`src/rtl/multiphase_signal_controller.sv`:
```
// Multiphase traffic-signal controller for 2..4 approach phases.
//
// Serves phases in round-robin order, skipping phases with no vehicle present.
// Phase 0 (main road) rests in green when nothing else is waiting. Each green
// visit of a side phase can be extended once while its sensor stays active.
// Pedestrian requests are latched and served in a dedicated all-red WALK
// interval that follows the all-red clearance.
//
// Ports:
//   clk        system clock, rising edge
//   reset      synchronous active-high reset
//   sensor     per-phase vehicle presence (synchronised level)
//   walk_req   per-phase pedestrian request (synchronised level or pulse)
//   reprogram  one-cycle strobe writing time_val into timing register time_sel
//   time_sel   0 = green, 1 = extension, 2 = yellow, 3 = walk
//   time_val   timing value in ticks (0 is stored as 1)
//   red/yellow/green  registered lamp drives, exactly one set per phase
//   walk       registered walk lamps
//   phase      index of the phase currently being served
module multiphase_signal_controller #(
  parameter int unsigned N_PHASES  = 3,
  parameter int unsigned TIME_W    = 4,
  parameter int unsigned DIV       = 4,
  parameter int unsigned DEF_GREEN = 4,
  parameter int unsigned DEF_EXT   = 2,
  parameter int unsigned DEF_YEL   = 2,
  parameter int unsigned DEF_WALK  = 3
) (
  input  logic                clk,
  input  logic                reset,
  input  logic [N_PHASES-1:0] sensor,
  input  logic [N_PHASES-1:0] walk_req,
  input  logic                reprogram,
  input  logic [1:0]          time_sel,
  input  logic [TIME_W-1:0]   time_val,
  output logic [N_PHASES-1:0] red,
  output logic [N_PHASES-1:0] yellow,
  output logic [N_PHASES-1:0] green,
  output logic [N_PHASES-1:0] walk,
  output logic [1:0]          phase
);

  localparam int unsigned DivW = (DIV > 1) ? $clog2(DIV) : 1;

  typedef enum logic [1:0] {StGreen, StYellow, StAllred, StWalk} state_e;

  // Timing register indices
  localparam int unsigned TGreen = 0;
  localparam int unsigned TExt   = 1;
  localparam int unsigned TYel   = 2;
  localparam int unsigned TWalk  = 3;

  state_e               st_q, st_d;
  logic [1:0]           p_q, p_d;
  logic [DivW-1:0]      div_q, div_d;
  logic [TIME_W-1:0]    tmr_q, tmr_d;
  logic                 ext_used_q, ext_used_d;
  logic [N_PHASES-1:0]  walk_pend_q, walk_pend_d;
  logic [N_PHASES-1:0]  served_q, served_d;
  logic [TIME_W-1:0]    tim_q [4];
  logic [TIME_W-1:0]    tim_d [4];

  logic [N_PHASES-1:0]  red_q, red_d;
  logic [N_PHASES-1:0]  yellow_q, yellow_d;
  logic [N_PHASES-1:0]  green_q, green_d;
  logic [N_PHASES-1:0]  walk_q, walk_d;

  logic [1:0]           nxt;
  logic [3:0]           elig;
  logic [3:0]           sens4;
  logic [3:0]           sel4;
  logic                 wrap;
  logic                 expire;
  logic                 walk_any;
  logic [TIME_W-1:0]    wr_val;

  assign sens4    = 4'(sensor);
  // Phase 0 is always a legal destination, so the search never comes up empty.
  assign elig     = sens4 | 4'b0001;
  assign wrap     = (div_q == DivW'(DIV - 1));
  assign expire   = wrap && (tmr_q <= TIME_W'(1));
  assign walk_any = |walk_pend_q;
  assign wr_val   = (time_val == '0) ? TIME_W'(1) : time_val;

  // First eligible phase after p in cyclic order.
  always_comb begin
    int unsigned j;
    logic        found;
    nxt   = 2'd0;
    found = 1'b0;
    j     = 0;
    for (int unsigned k = 1; k < N_PHASES; k++) begin
      j = {30'd0, p_q} + k;
      if (j >= N_PHASES) j = j - N_PHASES;
      if (!found && elig[j[1:0]]) begin
        nxt   = j[1:0];
        found = 1'b1;
      end
    end
  end

  always_comb begin
    st_d        = st_q;
    p_d         = p_q;
    div_d       = div_q;
    tmr_d       = tmr_q;
    ext_used_d  = ext_used_q;
    served_d    = served_q;
    tim_d       = tim_q;
    // New requests always land, even on the edge that consumes the latches.
    walk_pend_d = walk_pend_q | walk_req;

    if (reprogram) begin
      tim_d[time_sel] = wr_val;
      st_d            = StGreen;
      p_d             = 2'd0;
      ext_used_d      = 1'b0;
      served_d        = '0;
      div_d           = '0;
      tmr_d           = tim_d[TGreen];
    end else if (!wrap) begin
      div_d = div_q + DivW'(1);
    end else if (!expire) begin
      div_d = '0;
      tmr_d = tmr_q - TIME_W'(1);
    end else begin
      div_d = '0;
      unique case (st_q)
        StGreen: begin
          if (p_q != 2'd0 && sens4[p_q] && !ext_used_q) begin
            tmr_d      = tim_q[TExt];
            ext_used_d = 1'b1;
          end else if (p_q == 2'd0 && nxt == 2'd0 && !walk_any) begin
            tmr_d = tim_q[TGreen];
          end else begin
            st_d  = StYellow;
            tmr_d = tim_q[TYel];
          end
        end
        StYellow: begin
          st_d  = StAllred;
          tmr_d = TIME_W'(1);
        end
        StAllred: begin
          if (walk_any) begin
            st_d        = StWalk;
            tmr_d       = tim_q[TWalk];
            served_d    = walk_pend_q;
            walk_pend_d = walk_req;
          end else begin
            st_d       = StGreen;
            p_d        = nxt;
            ext_used_d = 1'b0;
            tmr_d      = tim_q[TGreen];
          end
        end
        StWalk: begin
          st_d       = StGreen;
          p_d        = nxt;
          served_d   = '0;
          ext_used_d = 1'b0;
          tmr_d      = tim_q[TGreen];
        end
        default: begin
          st_d  = StGreen;
          p_d   = 2'd0;
          tmr_d = tim_q[TGreen];
        end
      endcase
    end
  end

  // Lamps are decoded from next state so they change on the same edge as the FSM.
  always_comb begin
    sel4     = 4'b0001 << p_d;
    green_d  = (st_d == StGreen)  ? sel4[N_PHASES-1:0] : '0;
    yellow_d = (st_d == StYellow) ? sel4[N_PHASES-1:0] : '0;
    red_d    = ~(green_d | yellow_d);
    walk_d   = (st_d == StWalk) ? served_d : '0;
  end

  always_ff @(posedge clk) begin
    if (reset) begin
      st_q        <= StGreen;
      p_q         <= 2'd0;
      div_q       <= '0;
      tmr_q       <= TIME_W'(DEF_GREEN);
      ext_used_q  <= 1'b0;
      walk_pend_q <= '0;
      served_q    <= '0;
      tim_q[0]    <= TIME_W'(DEF_GREEN);
      tim_q[1]    <= TIME_W'(DEF_EXT);
      tim_q[2]    <= TIME_W'(DEF_YEL);
      tim_q[3]    <= TIME_W'(DEF_WALK);
      green_q     <= N_PHASES'(1);
      red_q       <= ~N_PHASES'(1);
      yellow_q    <= '0;
      walk_q      <= '0;
    end else begin
      st_q        <= st_d;
      p_q         <= p_d;
      div_q       <= div_d;
      tmr_q       <= tmr_d;
      ext_used_q  <= ext_used_d;
      walk_pend_q <= walk_pend_d;
      served_q    <= served_d;
      tim_q       <= tim_d;
      green_q     <= green_d;
      red_q       <= red_d;
      yellow_q    <= yellow_d;
      walk_q      <= walk_d;
    end
  end

  assign red    = red_q;
  assign yellow = yellow_q;
  assign green  = green_q;
  assign walk   = walk_q;
  assign phase  = p_q;

endmodule
```
`config.mk`:
```
export PLATFORM = sky130hd
export DESIGN_NAME = multiphase_signal_controller
export DESIGN_NICKNAME = d
export VERILOG_FILES = /design/src/rtl/multiphase_signal_controller.sv
export SDC_FILE = /design/constraint.sdc
export NUM_CORES = 1
export LEC_CHECK = 0
export CAP_MARGIN = 25
export CORE_MARGIN = 4
export CORE_UTILIZATION = 59
export CTS_CLUSTER_SIZE = 25
export DETAILED_ROUTE_END_ITERATION = 7
export GPL_TIMING_DRIVEN = 0
export PLACE_DENSITY_LB_ADDON = 0.3
export REMOVE_ABC_BUFFERS = 1
export SLEW_MARGIN = 20
export SYNTH_ARGS = -nofsm -noshare
export SYNTH_HDL_FRONTEND = slang
export SYNTH_SLANG_ARGS = --single-unit
```
`constraint.sdc`:
```
create_clock -name clk -period 2.9 [get_ports clk]
set_input_delay 0.725 -clock clk [delete_from_list [all_inputs] [get_ports clk]]
set_output_delay 0.725 -clock clk [all_outputs]
set_load 0.01 [all_outputs]
```
==> flow_summary.json, run 1 <==
{
  "status": "finished, final reports clean",
  "synthDistinctLibCells": 59,
  "diodes": 0,
  "hp-start": "div_q[0]",
  "drive_gt1_frac": 0.116,
  "p_clk_frac": 0.382,
  "io_pins": 29,
  "initial_core_util": 0.620,
  "yosys.area.top_type_share": 0.391,
  "postCtsSetupBuffers": 0,
  "grt_use_met3": 0.0604,
  "finClkSkew_ns": 0.00940,
  "fin_util": 0.724,
  "async_flop_share": 0,
  "crit_buf_inv": 2,
  "report.final.slew_viol_count": 0,
  "endpoint_kind": "flop",
  "reg2reg_from": "phase[1]",
  "max_freq_mhz": 381,
  "p_sw_frac": 0.247,
  "dr.pass1.iters": 5,
  "startpoint_type": "input pin",
  "rr_endpoint": "yellow[0]",
  "fillCellCount": 290,
  "rsz0062_at_grt": "no",
  "top_usage_layer": "met2",
  "crit_family": "buffers and inverters",
  "crit_chain": "clkdlybuf4s50_1 -> buf_8 -> nor3b_1 -> mux2i_1 -> nand2_1",
  "routabilityCongestion": 0.836,
  "fp.dieW_um": 70.5,
  "drtAntennaViolNets": 0,
  "first_iter_violations": 125,
  "worst_ep_arrival_time_ns": 2.82,
  "numCtsBuffers": 5,
  "grt.total_usage": 0.208,
  "vdd_ir_drop_max_uv": 376,
  "ys_warn_count": 0,
  "post-route-min-period_ns": 2.63,
  "clk_pin_slew_worst_paths_ns": 0.09,
  "min_to": "div_q[0]",
  "power_leakage_nw": 0.978,
  "finalCritPeriodShare": 0.905,
  "post_cts_resize_count": 0,
  "p_per_area_nw_per_um2": 470,
  "grt_pass1_wl_um": 8310,
  "grt_pass1_vias": 1779,
  "fp-row-count": 22,
  "hp-class": "flop to flop",
  "rr_worst_depth": 7,
  "seq_area_um2": 901,
  "grt.met1_usage": 0.279,
  "synth_ff_type": "dfxtp_1",
  "p_comb_frac": 0.104,
  "crit_type": "input pin to flop",
  "cts_sinks": 45,
  "grt.overflow.total": 0,
  "hold_depth": 1,
  "num_vias": 1905,
  "p_sw_uw": 312,
  "fin_nets": 295,
  "syn_inst": 250,
  "worst_hold_slack_ns": 0.436,
  "rrSetupSlack_ns": 0.42,
  "synth_top_cells_by_count": "dfxtp_1 (45), nor2_1 (41), mux2i_1 (16)",
  "seq_area_frac_synth": 0.391,
  "setup_violations": 0,
  "cts-root-buf": "clkbuf_8",
  "holdBufCountCts": 0,
  "die_h_um": 70.5,
  "avgSynthCellArea_um2": 9.21,
  "grt_max_degree": 34,
  "cts_tree": "yes",
  "crit_fanout": 19,
  "ys_seq_elements": 45,
  "synth_edf_count": 0,
  "io_buffers": 28,
  "drc": 0,
  "final-hold-violation-count": 0,
  "cpMaxStageDelayCell": "clkdlybuf4s50_1",
  "wirelength_um": 5090,
  "dp_hpwl_um": 3560,
  "wl_per_cell_um": 15.8,
  "area_delta_synth_final_pct": 16.8,
  "yosysMostFrequentCell": "dfxtp_1",
  "cp.required_ns": 3.09,
  "synthTopCellsByArea": "dfxtp_1 (39%), mux2i_1 (7.0%), nor2_1 (6.7%)",
  "multi_input_area_um2": 1300,
  "clk_latency_ns": 0.30,
  "die_area_um2": 4970,
  "max_slew_margin": 0.429,
  "cpPeakStageDelay_ns": 0.80,
  "core_area_um2": 3720,
  "htreeDepth": 2,
  "setup_tns_ns": 0,
  "cts.path.max_buffers": 2,
  "yosysTopAreaCell": "dfxtp_1",
  "max_cap_viol_count": 0,
  "antenna_found_initial": 0,
  "p_int_uw": 953,
  "met2_usage": 0.315,
  "seqPwrFrac": 0.514,
  "tightest_slew_ns": 0.854,
  "vias_per_cell": 5.90,
  "netlist_area_um2": 2300
}
-- cell type report --
cell class / count / share of cell area
clock buffers: 5 / 0.0256
clock inverters: 3 / 0.0172
inverters: 7 / 0.00976
multi-input cells: 186 / 0.483
flip-flops and latches: 45 / 0.335
well taps: 48 / 0.0223
repair buffers: 29 / 0.108
-- state kept, by name, indices dropped and copies added, names as in the netlist --
signal / count
tmr_q: 4
walk: 3
yellow: 3
ext_used_q: 1
served_q: 3
st_q: 2
tim_q: 16
green: 3
walk_pend_q: 3
div_q: 2
red: 3
phase: 2
-- logic make-up after synthesis --
group	count (synthesis)	synth area share
simple gates	96	0.214
mux	22	0.0989
flops	45	0.391
compound gates	60	0.211
xor+xnor	2	0.00761
fa+ha+maj	6	0.0326
buf+inv	19	0.0451
-- power groups by stage --
stage               sequential, mW  clock [mW]  combinational (mW)
floorplan                    0.660           0              0.0762
global placement             0.663           0               0.126
detailed placement           0.664           0               0.127
CTS                          0.649       0.488               0.129
global route                 0.652       0.508               0.145
finish                       0.650       0.483               0.132
-- metal layers --
layer	wire length (µm)	vias to the layer above	part of all wire
li1	-	957	-
met1	2420	887	0.47
met2	2350	54	0.46
met3	265	7	0.052
met4	63	0	0.012
met5	0	-	0
-- worst reg2reg max path: stages, from the launching register on --
cell and delay, ns:
dfxtp_1 0.48, inv_1 0.12, ha_1 0.33, and4b_1 0.20
o21ai_1 0.51, a21boi_2 0.13, o21ai_2 0.36, and4b_1 0.25
-- worst max path at each step --
stage / depth (start not counted) / endpoint / from / slack, ns
floorplan: 7 / tmr_q[0] / phase[0] / 0.84
global placement: 3 / yellow[0] / reset / -0.26
detailed placement: 4 / tim_q[14] / reprogram / -0.18
CTS: 6 / green[2] / reprogram / 0.09
global route: 7 / green[0] / reprogram / 0.14
finish: 5 / tim_q[14] / reprogram / 0.27
-- through the flow --
stage | instance area, µm² | worst slack [ns] | instances | total power [mW]
after floorplan | 2230 | 0.845 | 238 | 0.736
after global placement | 2570 | -0.263 | 314 | 0.789
after detailed placement | 2560 | -0.185 | 314 | 0.791
after CTS | 2680 | 0.0902 | 322 | 1.27
after global routing | 2690 | 0.144 | 323 | 1.30
final | 2690 | 0.275 | 323 | 1.26
-- cells in the final DEF, fill, tap and decap left out, drive strengths merged, types with 2 or more instances in the layout --
| cell | netlist | final |
|---|---|---|
| o21ai | 8 | 8 |
| buf | 2 | 2 |
| nor2 | 41 | 41 |
| clkinv | 1 | 2 |
| dfxtp | 45 | 45 |
| or2 | 2 | 2 |
| clkbuf | 10 | 5 |
| a22oi | 3 | 3 |
| mux2i | 16 | 16 |
| nand4 | 2 | 2 |
| a32oi | 3 | 3 |
| a21boi | 6 | 6 |
| a31oi | 3 | 3 |
| and3 | 5 | 5 |
| clkdlybuf4s50 | 0 | 27 |
| nor3b | 3 | 3 |
| ha | 6 | 6 |
| nor3 | 9 | 9 |
| xnor2 | 2 | 2 |
| and4b | 2 | 2 |
| nor2b | 3 | 3 |
| inv | 6 | 6 |
| nor4 | 6 | 6 |
| a211oi | 3 | 3 |
| o211ai | 5 | 5 |
| and3b | 2 | 2 |
| nand2 | 11 | 11 |
| o2bb2ai | 2 | 2 |
| nand2b | 4 | 4 |
| o2111ai | 2 | 2 |
| mux2 | 6 | 6 |
| a2111oi | 2 | 2 |
| a21oi | 12 | 12 |
No activity file was read; power rests on OpenSTA's default activity.
==> run 2, diff against run 1 <==
--- a/config.mk
+++ b/config.mk
@@ -13,6 +13,7 @@
 export GPL_TIMING_DRIVEN = 0
 export PLACE_DENSITY_LB_ADDON = 0.3
 export REMOVE_ABC_BUFFERS = 1
+export SETUP_SLACK_MARGIN = 0.02
 export SLEW_MARGIN = 20
 export SYNTH_ARGS = -nofsm -noshare
 export SYNTH_HDL_FRONTEND = slang
==> results of run 2 <==
Same layout as run 1: the final DEF is identical, and so are final timing and power.
==> run 3, diff against run 2 <==
--- a/config.mk
+++ b/config.mk
@@ -6,11 +6,13 @@
 export NUM_CORES = 1
 export LEC_CHECK = 0
 export CAP_MARGIN = 25
+export CORE_ASPECT_RATIO = 1.1
 export CORE_MARGIN = 4
 export CORE_UTILIZATION = 59
 export CTS_CLUSTER_SIZE = 25
 export DETAILED_ROUTE_END_ITERATION = 7
 export GPL_TIMING_DRIVEN = 0
+export HOLD_SLACK_MARGIN = 0.15
 export PLACE_DENSITY_LB_ADDON = 0.3
 export REMOVE_ABC_BUFFERS = 1
 export SETUP_SLACK_MARGIN = 0.02
==> run 3 against run 2 <==
Net effect:
- total power is 8.6% lower
- final cell count grew 0.62%
- clock-buffer cell count grew 1
- sequential power is essentially flat
- clock skew is 0.00061 ns lower
- critical path depth up 1
- combinational power is essentially flat
- wire length decreased by 1.1%
- setup slack is essentially flat
- sequential share of layout area up 0.38 points
- non-clock buffer count is the same
- largest power group unchanged
- highest routed layer unchanged
==> flow_summary.json, run 3 (synthesis gave the netlist of run 1 again) <==
{
  "status": "finished, final reports clean",
  "regMostFlops": "tim_q",
  "fin_nets": 295,
  "setup_tns_ns": 0,
  "hp-start": "div_q[0]",
  "seq_area_um2": 901,
  "initial_core_util": 0.620,
  "max_cap_viol_count": 0,
  "dpl_cell_area_um2": 2560,
  "design_area_um2": 2660,
  "first_iter_violations": 165,
  "die_area_um2": 4970,
  "grt_pass1_vias": 1903,
  "finalCritPeriodShare": 0.905,
  "post-route-min-period_ns": 2.62,
  "grt.total_usage": 0.227,
  "rr_endpoint": "yellow[0]",
  "post-place-ws_ns": -0.215,
  "vias_per_cell": 6.00,
  "hp-class": "flop to flop",
  "cp.required_ns": 3.10,
  "wl_per_cell_um": 15.5,
  "multi_input_area_um2": 1300,
  "grt.overflow.total": 0,
  "clk_latency_ns": 0.30,
  "rsz0062_at_grt": "no",
  "final-instance-count-excl-fill": 325,
  "area_delta_synth_final_pct": 15.5,
  "rrSetupSlack_ns": 0.45,
  "die_h_um": 73.5,
  "grt_pass1_wl_um": 8580,
  "antenna_found_initial": 0,
  "postLayoutSetupSlackWorst_ns": 0.275,
  "fin_util": 0.717,
  "drive_gt1_frac": 0.113,
  "power_leakage_nw": 0.969,
  "core_area_um2": 3710,
  "finClkSkew_ns": 0.00879,
  "drc": 0,
  "startpoint_type": "input pin",
  "post_cts_resize_count": 0,
  "fillCellCount": 290,
  "largestRegisters": "tim_q x16, tmr_q x4",
  "vdd_ir_drop_max_uv": 370,
  "hold_depth": 1,
  "io_buffers": 28,
  "holdBufCountCts": 0,
  "postCtsSetupBuffers": 0,
  "cts-root-buf": "clkbuf_8",
  "crit_fanout": 9,
  "clk_pin_slew_worst_paths_ns": 0.08,
  "cts_sinks": 45,
  "fp.dieW_um": 67.6,
  "p_per_area_nw_per_um2": 434,
  "rr_worst_depth": 7,
  "setup_violations": 0,
  "routabilityCongestion": 0.912,
  "min_to": "div_q[0]",
  "tightest_slew_ns": 0.856,
  "fp-row-count": 23,
  "report.final.slew_viol_count": 0,
  "dr.pass1.iters": 4,
  "numCtsBuffers": 5,
  "dp_hpwl_um": 3590,
  "cts_tree": "yes",
  "final-hold-violation-count": 0,
  "wirelength_um": 5030,
  "final_cell_mix": "dfxtp_1 (45), nor2_1 (41), clkdlybuf4s50_1 (27)",
  "diodes": 0,
  "crit_type": "input pin to flop",
  "worst_ep_arrival_time_ns": 2.82,
  "reg2reg_from": "phase[0]",
  "largest_reg_flops": 16,
  "max_slew_margin": 0.428,
  "io_pins": 29,
  "drtAntennaViolNets": 0,
  "endpoint_kind": "flop",
  "cts.path.max_buffers": 2,
  "htreeDepth": 2,
  "max_freq_mhz": 381,
  "dp_cells": 316,
  "final_common_cell": "dfxtp_1",
  "num_vias": 1949,
  "grt_max_degree": 34
}
[run 3: report_power, final]
part / leakage (nW) / internal, mW / switching, mW
Combinational: 0.557 / 0.0601 / 0.0728
Clock: 0.0450 / 0.167 / 0.207
Sequential: 0.366 / 0.635 / 0.0145
Total: 0.969 / 0.862 / 0.294
[run 3: critical path: stages]
cell	delay, ns
clkdlybuf4s50_1	0.58
and4b_1	0.24
o21ai_1	0.52
a21boi_2	0.14
o21ai_2	0.38
and4b_1	0.24
[run 3: per-layer routing]
metal / routed length (µm) / global-route usage / up-vias / share of wire
li1: - / - / 961 / -
met1: 2380 / 0.309 / 942 / 0.47
met2: 2380 / 0.356 / 38 / 0.47
met3: 185 / 0.0428 / 8 / 0.037
met4: 89 / 0.0811 / 0 / 0.018
met5: 0 / 0 / - / 0
[run 3: worst max-delay path by stage]
stage / start / end / depth (start not counted) / slack [ns]
2_1_floorplan: phase[0] / tmr_q[0] / 7 / 0.84
3_3_place_gp: reset / green[2] / 4 / -0.25
3_5_place_dp: reprogram / tim_q[14] / 4 / -0.22
4_1_cts: reprogram / green[2] / 6 / 0.1
5_1_grt: sensor[2] / yellow[0] / 6 / 0.15
6_report: sensor[2] / yellow[0] / 6 / 0.28
[run 3: area by class of cell]
type / count / share of cell area
clock buffers: 6 / 0.0273
clock inverters: 2 / 0.00376
inverters: 7 / 0.00987
multi-input cells: 186 / 0.488
flip-flops and latches: 45 / 0.339
well taps: 50 / 0.0235
repair buffers: 29 / 0.109
[run 3: stage by stage]
step	hold slack [ns]	power, mW
after detailed placement	0.424	0.792
after global routing	0.459	1.20
final	0.435	1.16
after floorplan	0.401	0.736
after global placement	0.416	0.790
after CTS	0.436	1.16
==> edit, RTL diff (config.mk and constraints of run 2) <==
`TIME_W`: 4 -> 6.
--- a/src/rtl/multiphase_signal_controller.sv
+++ b/src/rtl/multiphase_signal_controller.sv
@@ -19,7 +19,7 @@
 //   phase      index of the phase currently being served
 module multiphase_signal_controller #(
   parameter int unsigned N_PHASES  = 3,
-  parameter int unsigned TIME_W    = 4,
+  parameter int unsigned TIME_W    = 6,
   parameter int unsigned DIV       = 4,
   parameter int unsigned DEF_GREEN = 4,
   parameter int unsigned DEF_EXT   = 2,
Interface: changed (resized time_val); port bits go from 29 to 31. No check against the original RTL was run, so the function may have changed too.
==> edit against run 2 <==
- sequential cell count rose by 10
- total power increased by 22%
- setup slack worse by 0.021 ns
- wire length rose by 21%
- area after synthesis rose by 19%
- combinational power increased by 17%
- largest cell class unchanged
- sequential share of layout area grew 1.1 points
- highest routed layer unchanged
- design area grew 18%
==> edit: results (changes against run 2) <==
* Post-synth top cells: 55 x dfxtp_1, 48 x nor2_1, 24 x a21oi_1
* Syn avg cell area at 8.95 µm² (-2.9%)
* Placed inst area at 3050 µm² (+19%)
* Drt via density at 6.08 (+3.0%)
* Clock Root Buffer: clkbuf_8
* Uppermost routed layer: met4
* Worst setup path start: reprogram
* H-tree lvl count at 2 (unchanged)
* Top Registers: tim_q: 24 flops, tmr_q: 6 flops
* # nets final at 353 (+20%)
* TritonCTS buffer count at 5 (unchanged)
* Leakage power at 0.00123 µW (+26%)
* Status: finished clean
* # port buffers at 30 (+7.1%)
* Yosys top cell area share at 40.2% (+1.1 points)
* Worst-case reg-to-reg path depth at 8 (+1)
* Layout fillers at 363 (+25%)
* Biggest register: tim_q
* Via count at 2327 (+22%)
* Worst r2r src: phase[0]
* Vias in the first global route at 2220 (+25%)
* Synth async-reset ratio at 0% (unchanged)
* Setup slack, reg-to-reg at 0.35 ns (-0.07 ns)
* Post-synth cell types at 59 (unchanged)
* WL met2 at 3.02 mm (+29%)
* Arrival time worst endpoint at 2.85 ns (+0.03 ns)
* Met3 wire length at 334 µm (+26%)
* Clk slew on worst S/H paths at 0.09 ns (about the same)
* Setup Fix Bufs, Post-CTS at 0 (unchanged)
* Met1 WL at 2.68 mm (+11%)
* Post-synthesis sequential area ratio at 40.2% (+1.1 points)
* First-pass GRT wire length at 10.6 mm (+28%)
* Worst skew pair latency at 0.32 ns (+0.02 ns)
* Max clock buf depth at 2 (unchanged)
* DRT iter0 DRCs at 228 (+82%)
* GR Util met2 at 35.5% (+4.0 points)
* Dominant cells by area after synthesis: dfxtp_1 40%, mux2i_1 6.9%, nor2_1 6.6%, a21oi_1 4.4%, mux2_2 4.1%
* R2R Path End: tmr_q[4]
* Largest net degree at the start of global routing at 40 (+18%)
* Yosys warnings at 0 (unchanged)
* GPL Wtd Cong at 0.921 (+10%)
* CP Capture Point: tim_q[0]
* DRT Wirelength at 6.16 mm (+21%)
* Final setup skew at 0.0130 ns (+0.00360 ns)
* Share of cells above drive strength 1 at 9.06% (-2.6 points)
* Global-route track usage on met1 at 28.5% (+0.60 points)
* Met3 usage at 6.03% (-0.015 points)
* Slew HR at 39.7% (-3.3 points)
* VDD IR max at 0.000381 V (+1.4%)
* HP Class: reg -> reg
* Antenna cell count at 0 (unchanged)
* Dpl hpwl at 4.36 mm (+22%)
* Gr usage total at 22.2% (+1.4 points)
* Crit-path max FO at 27 (+8)
* Post-cts sizing count at 0 (unchanged)
* Drt first pass iters at 4 (-1)
## edit: cell types whose count changed after synthesis, sizes merged, moves of 5 or more
cell	delta
a21oi	+12
a211o	+6
nor2	+10
dfxtp	+10
mux2	+7
and2	+5
a21boi	-6
nand2	+9
## edit: worst min-delay path by stage
stage,cells past startpoint,slack (ns),endpoint,startpoint
CTS,1,0.44,div_q[0],div_q[0]
finish,1,0.44,div_q[0],div_q[0]
detailed placement,1,0.43,div_q[0],div_q[0]
global placement,1,0.41,div_q[0],div_q[0]
floorplan,1,0.40,div_q[0],div_q[0]
global route,1,0.45,div_q[0],div_q[0]
## edit: layout make-up
type | count | area, µm² | share of cell area (%)
Inverter | 6 | 22.5 | 0.708
Multi-Input combinational cell | 232 | 1560 | 49.2
Tap cell | 52 | 65.1 | 2.05
Sequential cell | 55 | 1100 | 34.6
Clock inverter | 2 | 60.1 | 1.89
Timing Repair Buffer | 30 | 295 | 9.28
Clock buffer | 6 | 72.6 | 2.28
## edit: cells by family after synthesis
family          Yosys count  share of synthesized area (%)
flops                    55                           40.2
simple gates            122                           23.3
compound gates           71                           18.4
fa+ha+maj                 6                           2.74
mux                      32                           12.4
xor+xnor                  1                          0.320
buf+inv                  19                           2.65
## edit: where the power goes
part / total [µW] / leakage [µW] / internal [µW] / switching (µW)
sequential: 798 / 0.000448 / 777 / 21.0
clock: 590 / 0.0000654 / 345 / 245
combinational: 154 / 0.000716 / 71.1 / 83.2
## edit: worst max-delay path, stage by stage
cell and delay, ns:
clkdlybuf4s50_1 1.06, nand3_1 0.62, a211o_1 0.44
## edit: stage by stage
stage                     hold WS, ns  setup slack, ns
final                           0.435            0.254
after global routing            0.447            0.130
after CTS                       0.441            0.278
after detailed placement        0.427          -0.0679
after global placement          0.414           -0.348
after floorplan                 0.404            0.602
